<file path="src/rtl/mac_hakemi_pkg.sv">
// Shared encodings for the match referee: FSM states, winner codes and the
// largest score a single round can award.
package mac_hakemi_pkg;

    typedef enum logic [1:0] {
        ST_IDLE   = 2'd0,
        ST_PLAY   = 2'd1,
        ST_SUDDEN = 2'd2,
        ST_DONE   = 2'd3
    } state_t;

    localparam logic [1:0] W_NONE = 2'b00;
    localparam logic [1:0] W_P1   = 2'b01;
    localparam logic [1:0] W_P2   = 2'b10;

    localparam int MAX_PTS = 3;

endpackage

</file>
<file path="src/rtl/doygun_toplayici.sv">
// Saturating running-total register with synchronous clear and enable.
// The combinational next value is exported so the referee can decide on it.
module doygun_toplayici #(
    parameter int W = 6
) (
    input  logic         clk,
    input  logic         rst_n,
    input  logic         clr,
    input  logic         en,
    input  logic [1:0]   pts,
    output logic [W-1:0] total,
    output logic [W-1:0] total_next
);

    logic [W-1:0] total_reg;
    logic [W:0]   sum_wide;

    assign sum_wide   = {1'b0, total_reg} + {{(W-1){1'b0}}, pts};
    // Carry out of the top bit means the total would wrap: clamp instead.
    assign total_next = sum_wide[W] ? {W{1'b1}} : sum_wide[W-1:0];
    assign total      = total_reg;

    always_ff @(posedge clk or negedge rst_n) begin
        if (!rst_n) begin
            total_reg <= '0;
        end else if (clr) begin
            total_reg <= '0;
        end else if (en) begin
            total_reg <= total_next;
        end
    end

endmodule

</file>
<file path="src/rtl/mac_hakemi.sv">
// Match referee: accumulates per-round points, ends the match once the lead
// cannot be overturned, and runs sudden-death rounds after a regular-time tie.
module mac_hakemi
    import mac_hakemi_pkg::*;
#(
    parameter int ROUNDS  = 5,
    parameter int SCORE_W = 6
) (
    input  logic               clk,
    input  logic               rst_n,
    input  logic               start,
    input  logic               round_valid,
    input  logic [1:0]         p1_pts,
    input  logic [1:0]         p2_pts,
    output logic               round_ready,
    output logic [SCORE_W-1:0] score1,
    output logic [SCORE_W-1:0] score2,
    output logic [7:0]         round_cnt,
    output logic               sudden,
    output logic               done,
    output logic [1:0]         winner
);

    state_t       state_reg;
    logic         ready_reg;
    logic         sudden_reg;
    logic         done_reg;
    logic [1:0]   winner_reg;
    logic [7:0]   cnt_reg;

    logic               accept;
    logic [SCORE_W-1:0] s1_next;
    logic [SCORE_W-1:0] s2_next;
    logic               p1_ahead;
    logic [SCORE_W-1:0] margin;
    logic [7:0]         thr;
    logic               lead_safe;
    logic               last_round;
    logic [7:0]         cnt_inc;

    // A simultaneous start wins, so the round on that edge is thrown away.
    assign accept = round_valid & ready_reg & ~start;

    doygun_toplayici #(.W(SCORE_W)) u_score1 (
        .clk        (clk),
        .rst_n      (rst_n),
        .clr        (start),
        .en         (accept),
        .pts        (p1_pts),
        .total      (score1),
        .total_next (s1_next)
    );

    doygun_toplayici #(.W(SCORE_W)) u_score2 (
        .clk        (clk),
        .rst_n      (rst_n),
        .clr        (start),
        .en         (accept),
        .pts        (p2_pts),
        .total      (score2),
        .total_next (s2_next)
    );

    // Points still available to the trailing player after round k = index+1.
    logic [7:0] thr_tab [16];
    generate
        for (genvar gi = 0; gi < 16; gi++) begin : g_thr
            if (gi < ROUNDS) begin : g_live
                assign thr_tab[gi] = 8'(MAX_PTS * (ROUNDS - 1 - gi));
            end else begin : g_dead
                assign thr_tab[gi] = 8'd0;
            end
        end
    endgenerate

    // In PLAY the count never exceeds ROUNDS-1 (<= 14), so 4 index bits suffice.
    assign thr        = thr_tab[cnt_reg[3:0]];
    assign p1_ahead   = s1_next > s2_next;
    assign margin     = p1_ahead ? (s1_next - s2_next) : (s2_next - s1_next);
    assign lead_safe  = 16'(margin) > 16'(thr);
    assign last_round = cnt_reg == 8'(ROUNDS - 1);
    assign cnt_inc    = (cnt_reg == 8'hFF) ? cnt_reg : cnt_reg + 8'd1;

    always_ff @(posedge clk or negedge rst_n) begin
        if (!rst_n) begin
            state_reg  <= ST_IDLE;
            ready_reg  <= 1'b0;
            sudden_reg <= 1'b0;
            done_reg   <= 1'b0;
            winner_reg <= W_NONE;
            cnt_reg    <= 8'd0;
        end else if (start) begin
            state_reg  <= ST_PLAY;
            ready_reg  <= 1'b1;
            sudden_reg <= 1'b0;
            done_reg   <= 1'b0;
            winner_reg <= W_NONE;
            cnt_reg    <= 8'd0;
        end else begin
            case (state_reg)
                ST_PLAY: begin
                    if (accept) begin
                        cnt_reg <= cnt_inc;
                        if (lead_safe) begin
                            state_reg  <= ST_DONE;
                            ready_reg  <= 1'b0;
                            done_reg   <= 1'b1;
                            winner_reg <= p1_ahead ? W_P1 : W_P2;
                        end else if (last_round && (s1_next == s2_next)) begin
                            state_reg  <= ST_SUDDEN;
                            sudden_reg <= 1'b1;
                        end
                    end
                end
                ST_SUDDEN: begin
                    if (accept) begin
                        cnt_reg <= cnt_inc;
                        // Decide on the round's points: totals may both be saturated.
                        if (p1_pts != p2_pts) begin
                            state_reg  <= ST_DONE;
                            ready_reg  <= 1'b0;
                            done_reg   <= 1'b1;
                            winner_reg <= (p1_pts > p2_pts) ? W_P1 : W_P2;
                        end
                    end
                end
                default: begin
                end
            endcase
        end
    end

    assign round_ready = ready_reg;
    assign sudden      = sudden_reg;
    assign done        = done_reg;
    assign winner      = winner_reg;
    assign round_cnt   = cnt_reg;

endmodule
</file>
<file path="config.mk">
export PLATFORM = sky130hd
export DESIGN_NAME = mac_hakemi
export DESIGN_NICKNAME = d
export VERILOG_FILES = /design/src/rtl/mac_hakemi_pkg.sv /design/src/rtl/doygun_toplayici.sv /design/src/rtl/mac_hakemi.sv
export SDC_FILE = /design/constraint.sdc
export NUM_CORES = 1
export LEC_CHECK = 0
export CAP_MARGIN = 0
export CORE_MARGIN = 4
export CORE_UTILIZATION = 55
export DETAILED_ROUTE_END_ITERATION = 8
export PLACE_DENSITY = 0.82
export REMOVE_ABC_BUFFERS = 1
export SLEW_MARGIN = 40
export SYNTH_ARGS = -nofsm -noshare
export SYNTH_HDL_FRONTEND = slang
export SYNTH_SLANG_ARGS = --single-unit
export TNS_END_PERCENT = 30
</file>
<file path="constraint.sdc">
create_clock -name clk -period 6.6 [get_ports clk]
set_clock_uncertainty 0.1 [all_clocks]
set_input_delay 1.98 -clock clk [delete_from_list [all_inputs] [get_ports clk]]
set_output_delay 1.98 -clock clk [all_outputs]
set_load 0.02 [all_outputs]
</file>
==> results of run 1 <==
-- metrics by stage --
step	setup TNS [ns]	power (W)	instance area [µm²]	setup slack (ns)	cells
2_1_floorplan	0	0.000727	2280	0.383	264
3_3_place_gp	-0.618	0.00100	2930	-0.136	381
3_5_place_dp	-2.01	0.00103	2930	-0.341	381
4_1_cts	0	0.00116	3010	0.0482	385
5_1_grt	-0.0790	0.00137	3090	-0.0365	389
6_report	0	0.00126	3090	0.151	389
-- logic make-up (layout without fill, tap and decap cells) --
kind of cell             after synthesis  after routing  share of synthesized area (%)
adder cells (fa/ha/maj)               29             29                           16.6
XOR/XNOR                              12             12                           4.45
AO/OA/AOI/OAI                         58             58                           18.1
flip-flops                            27             27                           28.6
AND/OR/NAND/NOR                      102            102                           21.8
buffers and inverters                 41            106                           8.21
multiplexers                           5              5                           2.17
-- synth_stat cells (5+ instances only) --
master / count / area share [%]
a211oi_1: 8 / 2.5
inv_1: 31 / 4.9
or3_1: 6 / 1.6
xnor2_1: 6 / 2.2
xor2_1: 6 / 2.2
a21o_1: 5 / 1.6
nand2_1: 23 / 3.7
nor2b_1: 6 / 1.6
nor2_1: 35 / 5.6
a21oi_1: 17 / 3.6
ha_1: 25 / 13
dfrtp_1: 27 / 29
-- where the power goes --
part           total (W)  internal [W]  switching, W
Clock           0.000104     0.0000431     0.0000609
Combinational   0.000932      0.000479      0.000453
Sequential      0.000222      0.000192     0.0000299
-- layer usage --
layer,up-vias,track usage (%),share of wire (%)
li1,1074,-,-
met1,1046,28.0,41
met3,14,2.74,4.7
met4,0,7.04,2.5
met5,-,0,0
met2,58,42.6,52
-- path summary, 6_finish.rpt --
kind                       cells after the start           endpoint         startpoint  slack (ns)
setup / recovery                              19       state_reg[1]          p2_pts[0]        0.15
hold / removal                                 2             sudden             sudden        0.43
setup reg to reg                              18       state_reg[1]  u_score2.total[0]        1.95
hold reg to reg                                2             sudden             sudden        0.43
max in group asynchronous                      2  u_score1.total[4]              rst_n        4.18
min in group asynchronous                      2       round_cnt[6]              rst_n        1.96
-- critical path, delay by kind of cell --
family / cells / cell delay (ns)
xor+xnor: 1 / 0.15
fa+ha+maj: 4 / 1.20
simple gates: 4 / 0.76
compound gates: 6 / 1.58
buf+inv: 4 / 0.85
-- cell type report --
| cell class | instances | area [µm²] |
|---|---|---|
| timing repair buffer | 71 | 617 |
| sequential | 27 | 676 |
| clock inverter | 1 | 7.51 |
| clock buffer | 3 | 41.3 |
| tap | 50 | 62.6 |
| multi-input combinational | 206 | 1570 |
| fill | 309 | 995 |
| inverter | 31 | 116 |
-- timing repair --
item / in CTS / in global routing
pin swaps: 0 / 12
hold buffers: 0 / 0
setup endpoints to repair: 6 / 7
resized for setup: 3 / 14
buffers inserted: 0 / 4
==> impl_results.md, run 1 <==
* CTS root buf: clkbuf_8
* Min-delay worst type: reg2reg
* Arrival time of the worst setup path at 6.53 ns
* Cell row count at 23
* Slew @ Worst Pin at 0.646 ns
* First-pass iteration count of the detailed router at 4
* Wire per inst at 15.1 µm
* Initial DRC count at 95
* FF+latch count, synth at 27
* Critical Path, Cell by Cell: clkdlybuf4s50_1 -> ha_2 -> inv_1 -> fa_2 -> buf_4 -> nor2b_1 -> a21oi_1 -> ha_1 -> a21o_1 -> a2111oi_4 -> nor4_4 -> buf_4 -> o31a_1 -> xor2_1 -> ha_1 -> and4_2 -> o221ai_4 -> or2_4 -> o31a_1
* GRT overflow at 0
* I/O pins at 33
* Worst skew pair latency at 0.28 ns
* Final Max Slew Viols at 0
* Most frequent cells in the layout: buf_4 (38), nor2_1 (33), clkdlybuf4s50_1 (32), inv_1 (31), dfrtp_1 (27)
* Largest net degree at the start of global routing at 33
* RSZ-0062 raised after global routing: yes
* Routed via count at 2,192
* Initial antenna violation count at 0
* Post-synthesis sequential area ratio at 28.6%
* Max Freq at 155 MHz
* Leakage at 1.43 nW
* CP Max Fanout at 6
* VDD IR max at 0.231 mV
* Cell Area, Synth at 2360 µm²
* Setup Viol. Count Final at 0
* Vias in the first global route at 2,255
* PwrDens at 407 nW/µm²
* CTS tree: built
* Final wirelength at 5890 µm
* Clock-pin slew on the worst setup and hold paths at 0.10 ns
* Period utilization at 97.7%
* H-tree levels at 1
* Most common cell after layout, fill and taps aside: buf_4
* DRC at 0
* Slowest-stage cell, CP: clkdlybuf4s50_1
* Critical Path RT at 6.68 ns
* Initial Utilization at 57.8%
* Die height at 73.5 µm
* Die width at 73.5 µm
* Synthesis-to-layout area growth at 30.9%
* Worst setup SP type: input pin
* Antenna Diode Count at 0
* Die Footprint at 5410 µm²
* Final core utilization at 75.7%
* TritonCTS sink count at 27
* Final Hold Fails at 0
* Mapped Cells at 274
* Number of synthesized flops with an enable pin at 0
* Placer's final routability congestion estimate at 0.898
* NumNets Final at 377
* Share of post-route cells with drive strength above 1 at 19.8%
* Clock tree buffer depth at 2
* Main synth FF type: dfrtp_1
* Ys Warns at 0
* Syn avg cell area at 8.62 µm²
* Max incr delay on CP at 0.49 ns
* Status: finished clean
* Setup crit end kind: flop
* Total track usage at 23.2%
* DR vias/cell at 5.63
* Setup Crit Path Kind: in2reg
* Minimum clock period at 6.45 ns
* Unique masters post-synth at 58
* Core Area at 4090 µm²
* Slew headroom at 56.9%
* Final ANT Viol Nets at 0
* WHS at 0.433 ns
* Share of flip-flops with an asynchronous set or reset at 100%
* CTS Buf Count at 3
* HPWL after DPL at 4460 µm
* First-pass GRT wire length at 9930 µm
* I/O Buffers at 32
* Largest register FFs at 8
* # Max-Cap Violations at 0
Note: power is estimated with default switching activity, not from simulation.
==> run 2: changes to the inputs <==
--- a/config.mk
+++ b/config.mk
@@ -6,8 +6,10 @@
 export NUM_CORES = 1
 export LEC_CHECK = 0
 export CAP_MARGIN = 0
+export CELL_PAD_IN_SITES_DETAIL_PLACEMENT = 1
+export CELL_PAD_IN_SITES_GLOBAL_PLACEMENT = 2
 export CORE_MARGIN = 4
-export CORE_UTILIZATION = 55
+export CORE_UTILIZATION = 33
 export DETAILED_ROUTE_END_ITERATION = 8
 export PLACE_DENSITY = 0.82
 export REMOVE_ABC_BUFFERS = 1
==> impl_results.md, run 2 (same netlist as run 1, synthesis figures left out) <==
* Wire per inst at 15.6 µm (+3.2%)
* CP Max Fanout at 4 (-2)
* Final Hold Fails at 0 (unchanged)
* Minimum clock period at 6.43 ns (-0.0188 ns)
* Die width at 92.6 µm (+26%)
* Levels on crit path at 24 (+5)
* Final core utilization at 47.1% (-29 points)
* Vias in the first global route at 2,360 (+4.7%)
* Met3 wire len at 186 µm (-32%)
* Initial Utilization at 34.4% (-23 points)
* Max Freq at 156 MHz (+0.29%)
* Reg2Reg Depth at 23 (+5)
* Placer's final routability congestion estimate at 0.874 (-2.6%)
* Max incr delay on CP at 0.45 ns (-0.04 ns)
* NumNets Final at 383 (+1.6%)
* Critical Path, Cell by Cell: clkdlybuf4s50_1 -> ha_2 -> inv_1 -> fa_2 -> nor2_2 -> and3_4 -> nor2_1 -> ha_2 -> inv_1 -> fa_2 -> a21o_1 -> a2111oi_4 -> nor4_4 -> buf_4 -> buf_4 -> nand2_1 -> o31a_1 -> xor2_1 -> ha_1 -> and4_2 -> o221ai_4 -> buf_6 -> o21bai_1 -> a21o_1
* Hold_buf cts at 0 (unchanged)
* Pwr Total at 0.00132 W (+4.8%)
* Period utilization at 97.4% (-0.28 points)
* Total track usage at 16.5% (-6.8 points)
* Worst skew pair latency at 0.28 ns (about the same)
* Worst hold start: done
* Core Area at 6870 µm² (+68%)
* Top Layer Used: met4
* Hold depth at 2 (unchanged)
* VDD IR max at 0.188 mV (-19%)
* PwrDens at 407 nW/µm² (+0.10%)
* I/O Buffers at 32 (unchanged)
* Cell row count at 30 (+30%)
* DR vias/cell at 4.96 (-12%)
* Die Footprint at 8580 µm² (+59%)
* I/O pins at 33 (unchanged)
* CTS Buf Count at 3 (unchanged)
* Crit path max-delay family: adder cells
* Routed wl met2 at 3480 µm (+13%)
* Slew headroom at 52.5% (-4.5 points)
* Initial antenna violation count at 0 (unchanged)
* Slew @ Worst Pin at 0.713 ns (+0.0668 ns)
* Synthesis-to-layout area growth at 37.0%
* CTS root buf: clkbuf_8
* TritonCTS sink count at 27 (unchanged)
* Setup crit end kind: flop
* Routed via count at 2,187 (-0.23%)
* Final Max Slew Viols at 0 (unchanged)
* Setup Crit Path Kind: in2reg
* H-tree levels at 1 (unchanged)
* Most frequent cells in the layout: buf_4 (44), nor2_1 (34), inv_1 (31), clkdlybuf4s50_1 (31), dfrtp_1 (27)
* Setup Viol. Count Final at 0 (unchanged)
* GRT overflow at 0 (unchanged)
* Most common cell after layout, fill and taps aside: buf_4
* Worst setup SP type: input pin
* Final wirelength at 6890 µm (+17%)
* Leakage at 1.48 nW (+3.5%)
* Clock tree buffer depth at 2 (unchanged)
* CTS tree: built
* R2r startpoint: u_score2.total[0]
* Die height at 92.6 µm (+26%)
* Critical Path RT at 6.69 ns (about the same)
* HPWL after DPL at 5290 µm (+18%)
* Antenna Diode Count at 0 (unchanged)
* Reg-to-Reg End: round_ready
* Wl on met1 at 3170 µm (+32%)
* Worst path bufs/invs at 6 (+2)
* R2R setup slack at 1.86 ns (-0.09 ns)
* Share of post-route cells with drive strength above 1 at 22.6% (+2.8 points)
* Final ANT Viol Nets at 0 (unchanged)
* Largest net degree at the start of global routing at 33 (unchanged)
* Slowest-stage cell, CP: clkdlybuf4s50_1
* Clock-pin slew on the worst setup and hold paths at 0.10 ns (about the same)
* DRC at 0 (unchanged)
* # Max-Cap Violations at 0 (unchanged)
* Status: finished clean
* Min-delay worst type: reg2reg
* First-pass GRT wire length at 11,500 µm (+15%)
* WHS Endpoint: done
* Arrival time of the worst setup path at 6.52 ns (about the same)
* Initial DRC count at 60 (-37%)
* First-pass iteration count of the detailed router at 4 (unchanged)
* Largest register FFs at 8 (unchanged)
* Fill cells at 815 (+160%)
==> run 2: layer usage <==
metal / global-route usage, % / vias up
met3: 1.71 / 7
met2: 29.7 / 31
li1: - / 1085
met4: 4.46 / 0
met5: 0 / -
met1: 20.8 / 1064
==> run 2: area by class of cell <==
cell class / count / area, µm² / share of cell area (%)
repair buffers: 77 / 664 / 20.5
flip-flops and latches: 27 / 676 / 20.9
inverters: 31 / 116 / 3.60
clock buffers: 3 / 41.3 / 1.28
multi-input cells: 206 / 1610 / 49.8
clock inverters: 1 / 5.00 / 0.155
well taps: 96 / 120 / 3.71
==> run 2: power by group <==
part           leakage [nW]  internal [W]  total (W)  switching [W]
clock                0.0255     0.0000426   0.000102      0.0000597
sequential            0.358      0.000192   0.000221      0.0000286
combinational          1.09      0.000515   0.000995       0.000480
==> run 2: tightest hold or removal path: cells and delay by family, from the launching register on <==
family | cells | cell delay (ns)
AOI/OAI and AO/OA | 1 | 0.05
buffers and inverters | 1 | 0.05
DFF | 1 | 0.39
==> run 2: worst max-delay path by stage <==
stage | startpoint | endpoint | slack [ns]
2_1_floorplan | p2_pts[0] | state_reg[1] | 0.38
3_3_place_gp | p2_pts[0] | state_reg[1] | -0.16
3_5_place_dp | p2_pts[0] | state_reg[1] | -0.35
4_1_cts | p2_pts[0] | sudden | 0.04
5_1_grt | p1_pts[0] | round_ready | -0.04
6_report | p1_pts[0] | round_ready | 0.17
==> run 2: what timing repair did <==
item,CTS,global route
buffers inserted,0,4
endpoints found under the setup margin,4,7
gates resized for setup,3,22
pin swaps,0,16
==> run 2: metrics by stage <==
step | instance area [µm²] | hold WS, ns | setup slack [ns] | TNS, ns | cells
6_report | 3240 | 0.415 | 0.170 | 0 | 441
5_1_grt | 3240 | 0.461 | -0.0389 | -0.150 | 441
4_1_cts | 3110 | 0.421 | 0.0391 | 0 | 437
3_5_place_dp | 3030 | 0.407 | -0.351 | -2.02 | 433
3_3_place_gp | 3030 | 0.404 | -0.162 | -0.770 | 433
2_1_floorplan | 2280 | 0.401 | 0.383 | 0 | 264
==> run 3: changes to the inputs <==
--- a/config.mk
+++ b/config.mk
@@ -13,6 +13,7 @@
 export DETAILED_ROUTE_END_ITERATION = 8
 export PLACE_DENSITY = 0.82
 export REMOVE_ABC_BUFFERS = 1
+export SETUP_SLACK_MARGIN = 0.05
 export SLEW_MARGIN = 40
 export SYNTH_ARGS = -nofsm -noshare
 export SYNTH_HDL_FRONTEND = slang
==> impl_results.md, run 3 (same netlist as run 1, synthesis figures left out) <==
* Leakage at 1.49 nW (+0.54%)
* Worst hold start: done
* R2r startpoint: u_score2.total[0]
* Most common cell after layout, fill and taps aside: buf_4
* Final ANT Viol Nets at 0 (unchanged)
* Hold depth at 2 (unchanged)
* Core Area at 6870 µm² (unchanged)
* # Max-Cap Violations at 0 (unchanged)
* Setup Viol. Count Final at 0 (unchanged)
* Wl on met1 at 3130 µm (-1.1%)
* NumNets Final at 383 (unchanged)
* Most frequent cells in the layout: buf_4 (44), nor2_1 (33), inv_1 (30), clkdlybuf4s50_1 (30), dfrtp_1 (27)
* TritonCTS sink count at 27 (unchanged)
* Setup crit end kind: flop
* Final wirelength at 6830 µm (-0.90%)
* DR vias/cell at 4.94 (-0.46%)
* Final Max Slew Viols at 0 (unchanged)
* Minimum clock period at 6.40 ns (-0.0341 ns)
* CP Max Fanout at 4 (unchanged)
* Die height at 92.6 µm (unchanged)
* Pwr Total at 0.00131 W (-0.75%)
* Slew headroom at 52.2% (-0.25 points)
* HPWL after DPL at 5290 µm (unchanged)
* Top Layer Used: met4
* Reg-to-Reg End: round_ready
* Final Hold Fails at 0 (unchanged)
* Placer's final routability congestion estimate at 0.874 (unchanged)
* Initial DRC count at 76 (+27%)
* First-pass GRT wire length at 11,400 µm (-0.24%)
* GRT overflow at 0 (unchanged)
* WHS at 0.414 ns (-0.0000630 ns)
* Slowest-stage cell, CP: clkdlybuf4s50_1
* Routed wl met2 at 3470 µm (-0.32%)
* R2R setup slack at 1.78 ns (-0.08 ns)
* Die Footprint at 8580 µm² (unchanged)
* PwrDens at 406 nW/µm² (-0.36%)
* Arrival time of the worst setup path at 6.48 ns (-0.04 ns)
* Antenna Diode Count at 0 (unchanged)
* WHS Endpoint: done
* Critical Path RT at 6.68 ns (about the same)
* Clock tree buffer depth at 2 (unchanged)
* Critical Path, Cell by Cell: clkdlybuf4s50_1 -> inv_2 -> fa_2 -> nor3b_2 -> nor2_1 -> inv_1 -> ha_2 -> inv_1 -> fa_2 -> a21o_1 -> a2111oi_4 -> nor4_4 -> buf_4 -> buf_4 -> nand2_1 -> o31a_1 -> xor2_1 -> ha_1 -> and4_2 -> o221ai_4 -> buf_6 -> o21bai_1 -> a21o_1
* Max Freq at 156 MHz (+0.53%)
* DRC at 0 (unchanged)
* CTS Buf Count at 3 (unchanged)
* CTS tree: built
* Fin cells at 441 (unchanged)
* Total track usage at 16.4% (-0.034 points)
* Largest register FFs at 8 (unchanged)
* Clock-pin slew on the worst setup and hold paths at 0.10 ns (about the same)
* Cell row count at 30 (unchanged)
* Max incr delay on CP at 0.49 ns (+0.04 ns)
* Share of post-route cells with drive strength above 1 at 22.6% (unchanged)
* Largest net degree at the start of global routing at 33 (unchanged)
* H-tree levels at 1 (unchanged)
* Reg2Reg Depth at 23 (unchanged)
* Slew @ Worst Pin at 0.717 ns (+0.00375 ns)
* VDD IR max at 0.188 mV (about the same)
* Met3 wire len at 176 µm (-5.4%)
* Routed via count at 2,177 (-0.46%)
* Worst skew pair latency at 0.28 ns (about the same)
* Die width at 92.6 µm (unchanged)
* DP Area at 3030 µm² (unchanged)
* Initial antenna violation count at 0 (unchanged)
* Period utilization at 96.9% (-0.52 points)
* RSZ-0062 raised after global routing: no
* Synthesis-to-layout area growth at 36.4%
* CTS root buf: clkbuf_8
* First-pass iteration count of the detailed router at 4 (unchanged)
* Vias in the first global route at 2,356 (-0.17%)
* I/O pins at 33 (unchanged)
* Initial Utilization at 34.4% (unchanged)
* Wire per inst at 15.5 µm (-0.90%)
* Post-Place Cells at 433 (unchanged)
* Setup Crit Path Kind: in2reg
* Min-delay worst type: reg2reg
* Status: finished clean
* I/O Buffers at 32 (unchanged)
* Post-route cell area at 3220 µm² (-0.39%)
* Worst setup SP type: input pin
[run 3: worst max path at each step]
| stage | from | endpoint | slack [ns] | depth (start not counted) |
|---|---|---|---|---|
| after floorplan | p2_pts[0] | state_reg[1] | 0.38 | 21 |
| after global placement | p2_pts[0] | state_reg[1] | -0.16 | 22 |
| after detailed placement | p2_pts[0] | state_reg[1] | -0.35 | 22 |
| after CTS | p2_pts[0] | sudden | 0.08 | 21 |
| after global routing | p2_pts[1] | round_ready | 0.007 | 23 |
| final | p2_pts[1] | round_ready | 0.20 | 23 |
[run 3: layer usage]
layer | vias to the layer above | GRT usage (%)
met5 | - | 0
met4 | 0 | 4.21
met3 | 6 | 1.54
met2 | 29 | 29.8
met1 | 1059 | 20.8
li1 | 1083 | -
[run 3: repair_timing]
item	CTS	global route
gates cloned	0	0
gates resized for setup	3	23
pin swaps	1	17
buffers inserted	0	4
hold buffers	0	0
endpoints found under the setup margin	6	7
[run 3: where the power goes]
| group | leakage [nW] | switching [W] | internal, W |
|---|---|---|---|
| clock network | 0.0255 | 0.0000599 | 0.0000426 |
| registers | 0.358 | 0.0000285 | 0.000192 |
| logic | 1.10 | 0.000476 | 0.000509 |
| total | 1.49 | 0.000564 | 0.000744 |
[run 3: stage by stage]
step | util [%] | setup WS (ns) | setup TNS (ns)
global placement | 44.2 | -0.162 | -0.770
global route | 46.9 | 0.00719 | 0
floorplan | - | 0.383 | 0
detailed placement | 44.2 | -0.351 | -2.02
CTS | 45.2 | 0.0806 | 0
finish | 46.9 | 0.204 | 0
[run 3: critical path, delay by kind of cell]
kind | cells | cell delay, ns
AOI/OAI and AO/OA | 6 | 1.30
xor gates and xnor gates | 1 | 0.19
adders and majority gates | 4 | 1.19
buffers and inverters | 7 | 1.11
and+or+nand+nor | 5 | 0.71
[run 3: cell type report]
type / instances / area, µm²
Fill cell: 818 / 3650
Clock buffer: 3 / 41.3
Timing Repair Buffer: 77 / 667
Sequential cell: 27 / 676
Inverter: 31 / 116
Tap cell: 96 / 120
Multi-Input combinational cell: 206 / 1600
Clock inverter: 1 / 5.00
==> variant, RTL diff (settings of run 2) <==
The parameter `SCORE_W` goes from 6 to 8.
--- a/src/rtl/mac_hakemi.sv
+++ b/src/rtl/mac_hakemi.sv
@@ -6,3 +6,3 @@
     parameter int ROUNDS  = 5,
-    parameter int SCORE_W = 6
+    parameter int SCORE_W = 8
 ) (
Ports: changed (resized score1 and score2); port bits go from 33 to 37. No check against the original RTL was run, so the function may have changed too.
==> variant against run 2 <==
Hold slack got worse by 15 ps. Area after synthesis rose by 22%. Sequential share of layout area grew 0.37 points. Setup slack better by 54 ps. Register-to-register slack better by 200 ps. Cell count increased by 16%. Cell area increased by 13%. Critical path depth decreased by 4. Highest routed layer unchanged. Global-route usage increased by 0.22 points. Routed wire length rose by 21%. Sequential cell count is 4 higher.
Power is not compared: it rests on default switching activity, and its combinational part moved more than twofold at a synthesized area within 25%.
==> variant: results (changes against run 2) <==
Outcome: complete, no violations
Final Wtd Congestion: 0.814 (-6.9%)
Final WL: 8.35 mm (+21%)
Dpl hpwl: 6.42 mm (+21%)
Tightest Hold Check Type: reg2reg
Nets: 448 (+17%)
H-tree depth: 2 (+1)
First-pass detailed-route iteration total: 4 (unchanged)
Gr usage total: 16.7% (+0.22 points)
Top cells by instance count after synthesis: nor2_1, inv_1, dfrtp_1, nand2_1, ha_1
Gates resized, CTS repair: 0 (-3)
Pins Over Slew Limit: 0 (unchanged)
CTS Buf Count: 5 (+2)
Antenna violations before repair: 0 (unchanged)
Register clock-pin slew on the reported worst setup and hold paths: 70 ps (-30 ps)
Worst path max stage delay: 510 ps (+60 ps)
Root Driver: clkbuf_8
Clock Tree Buf Depth: 2 (unchanged)
Crit path max fanout: 6 (+2)
Placed Area: 3510 um2 (+16%)
Port Buf Inserts: 36 (+13%)
Iteration-0 DRC count of the detailed router: 78 (+30%)
Top post-synthesis cells by area: dfrtp_1, ha_1, nor2_1, inv_1, a21oi_1
Critical path's slowest cell: clkdlybuf4s50_1
Vias per inst: 5.16 (+4.1%)
Pin count of the biggest net entering global routing: 32 (-3.0%)
Leak: 1.70 nW
Synth cell types: 61 (+5.2%)
Synth warnings: 0 (unchanged)
VDD IR max: 0.000101 V
Setup bufs post-CTS: 0 (unchanged)
Share of cells above drive strength 1: 17.2% (-5.4 points)
Placed Cells: 504 (+16%)
DP Worst Slack: -156 ps (+195 ps)
Seq/Total Area, Yosys: 26.9% (-1.7 points)
Worst slew pin tran: 829 ps (+117 ps)
Post-Syn Area per Cell: 8.37 um2 (-3.0%)
Worst EP arrival: 6450 ps (-70 ps)
DR vias: 2644 (+21%)
First-pass GRT wire length: 13.8 mm (+21%)
Crit-path leading delay family: compound AO/OA/AOI/OAI gates
Primary FF master, synth: dfrtp_1
Skew-Pair Late Insertion Delay: 280 ps (about the same)
Number of diodes: 0 (unchanged)
Synth async-reset ratio: 100% (unchanged)
Vias in the first global route: 2809 (+19%)
## variant: cell count changes in the layout (fill, tap and decap cells not counted), moves of 4 or more
cell                    run 2  this run
buf_4                      44        33
nor2b_1                     6         2
o21ai_0                     2        10
a211oi_1                    8        12
a211o_1                     0         4
clkdlybuf4s50_1            31        36
a21oi_1                    16        25
nand3_1                     3        11
or3_1                       5         1
and2_1                      2         8
nor2_1                     34        39
ha_1                       21        28
dfrtp_1                    27        31
nand2_1                    23        31
## variant: worst paths after layout
check                                  start                 to  slack, ps  depth (start not counted)
max                                p2_pts[0]          winner[0]        220                         20
min                                     done               done        400                          1
max reg2reg                u_score2.total[0]          winner[0]       2060                         19
min reg2reg                             done               done        400                          1
max in group asynchronous              rst_n       round_cnt[0]       4090                          2
min in group asynchronous              rst_n  u_score2.total[7]       1990                          2
## variant: cells by family after synthesis
kind of cell	after synthesis	share of synthesized area, %
AND/OR/NAND/NOR	125	21.4
AO/OA/AOI/OAI	88	21.9
buffers and inverters	49	8.50
adder cells (fa/ha/maj)	33	15.3
flip-flops	31	26.9
XOR/XNOR	16	4.85
multiplexers	3	1.08
## variant: area by class of cell
cell class,count,area (um2)
Fill cell,993,4730
Multi-Input combinational cell,265,1910
Sequential cell,31,776
Timing Repair Buffer,69,608
Inverter,35,133
Tap cell,105,131
Clock buffer,6,82.6
Clock inverter,1,5.00
## variant: power by group
part           internal, mW  switching [mW]
registers             0.204          0.0162
clock network        0.0819          0.0756
logic                 0.219           0.245
## variant: per-layer routing
metal / up-vias / track usage (%) / part of all wire (%)
met3: 10 / 2.69 / 2.5
met2: 32 / 29.2 / 50
met5: - / 0 / 0
met1: 1282 / 21.9 / 47
li1: 1320 / - / -
met4: 0 / 2.97 / 1.1
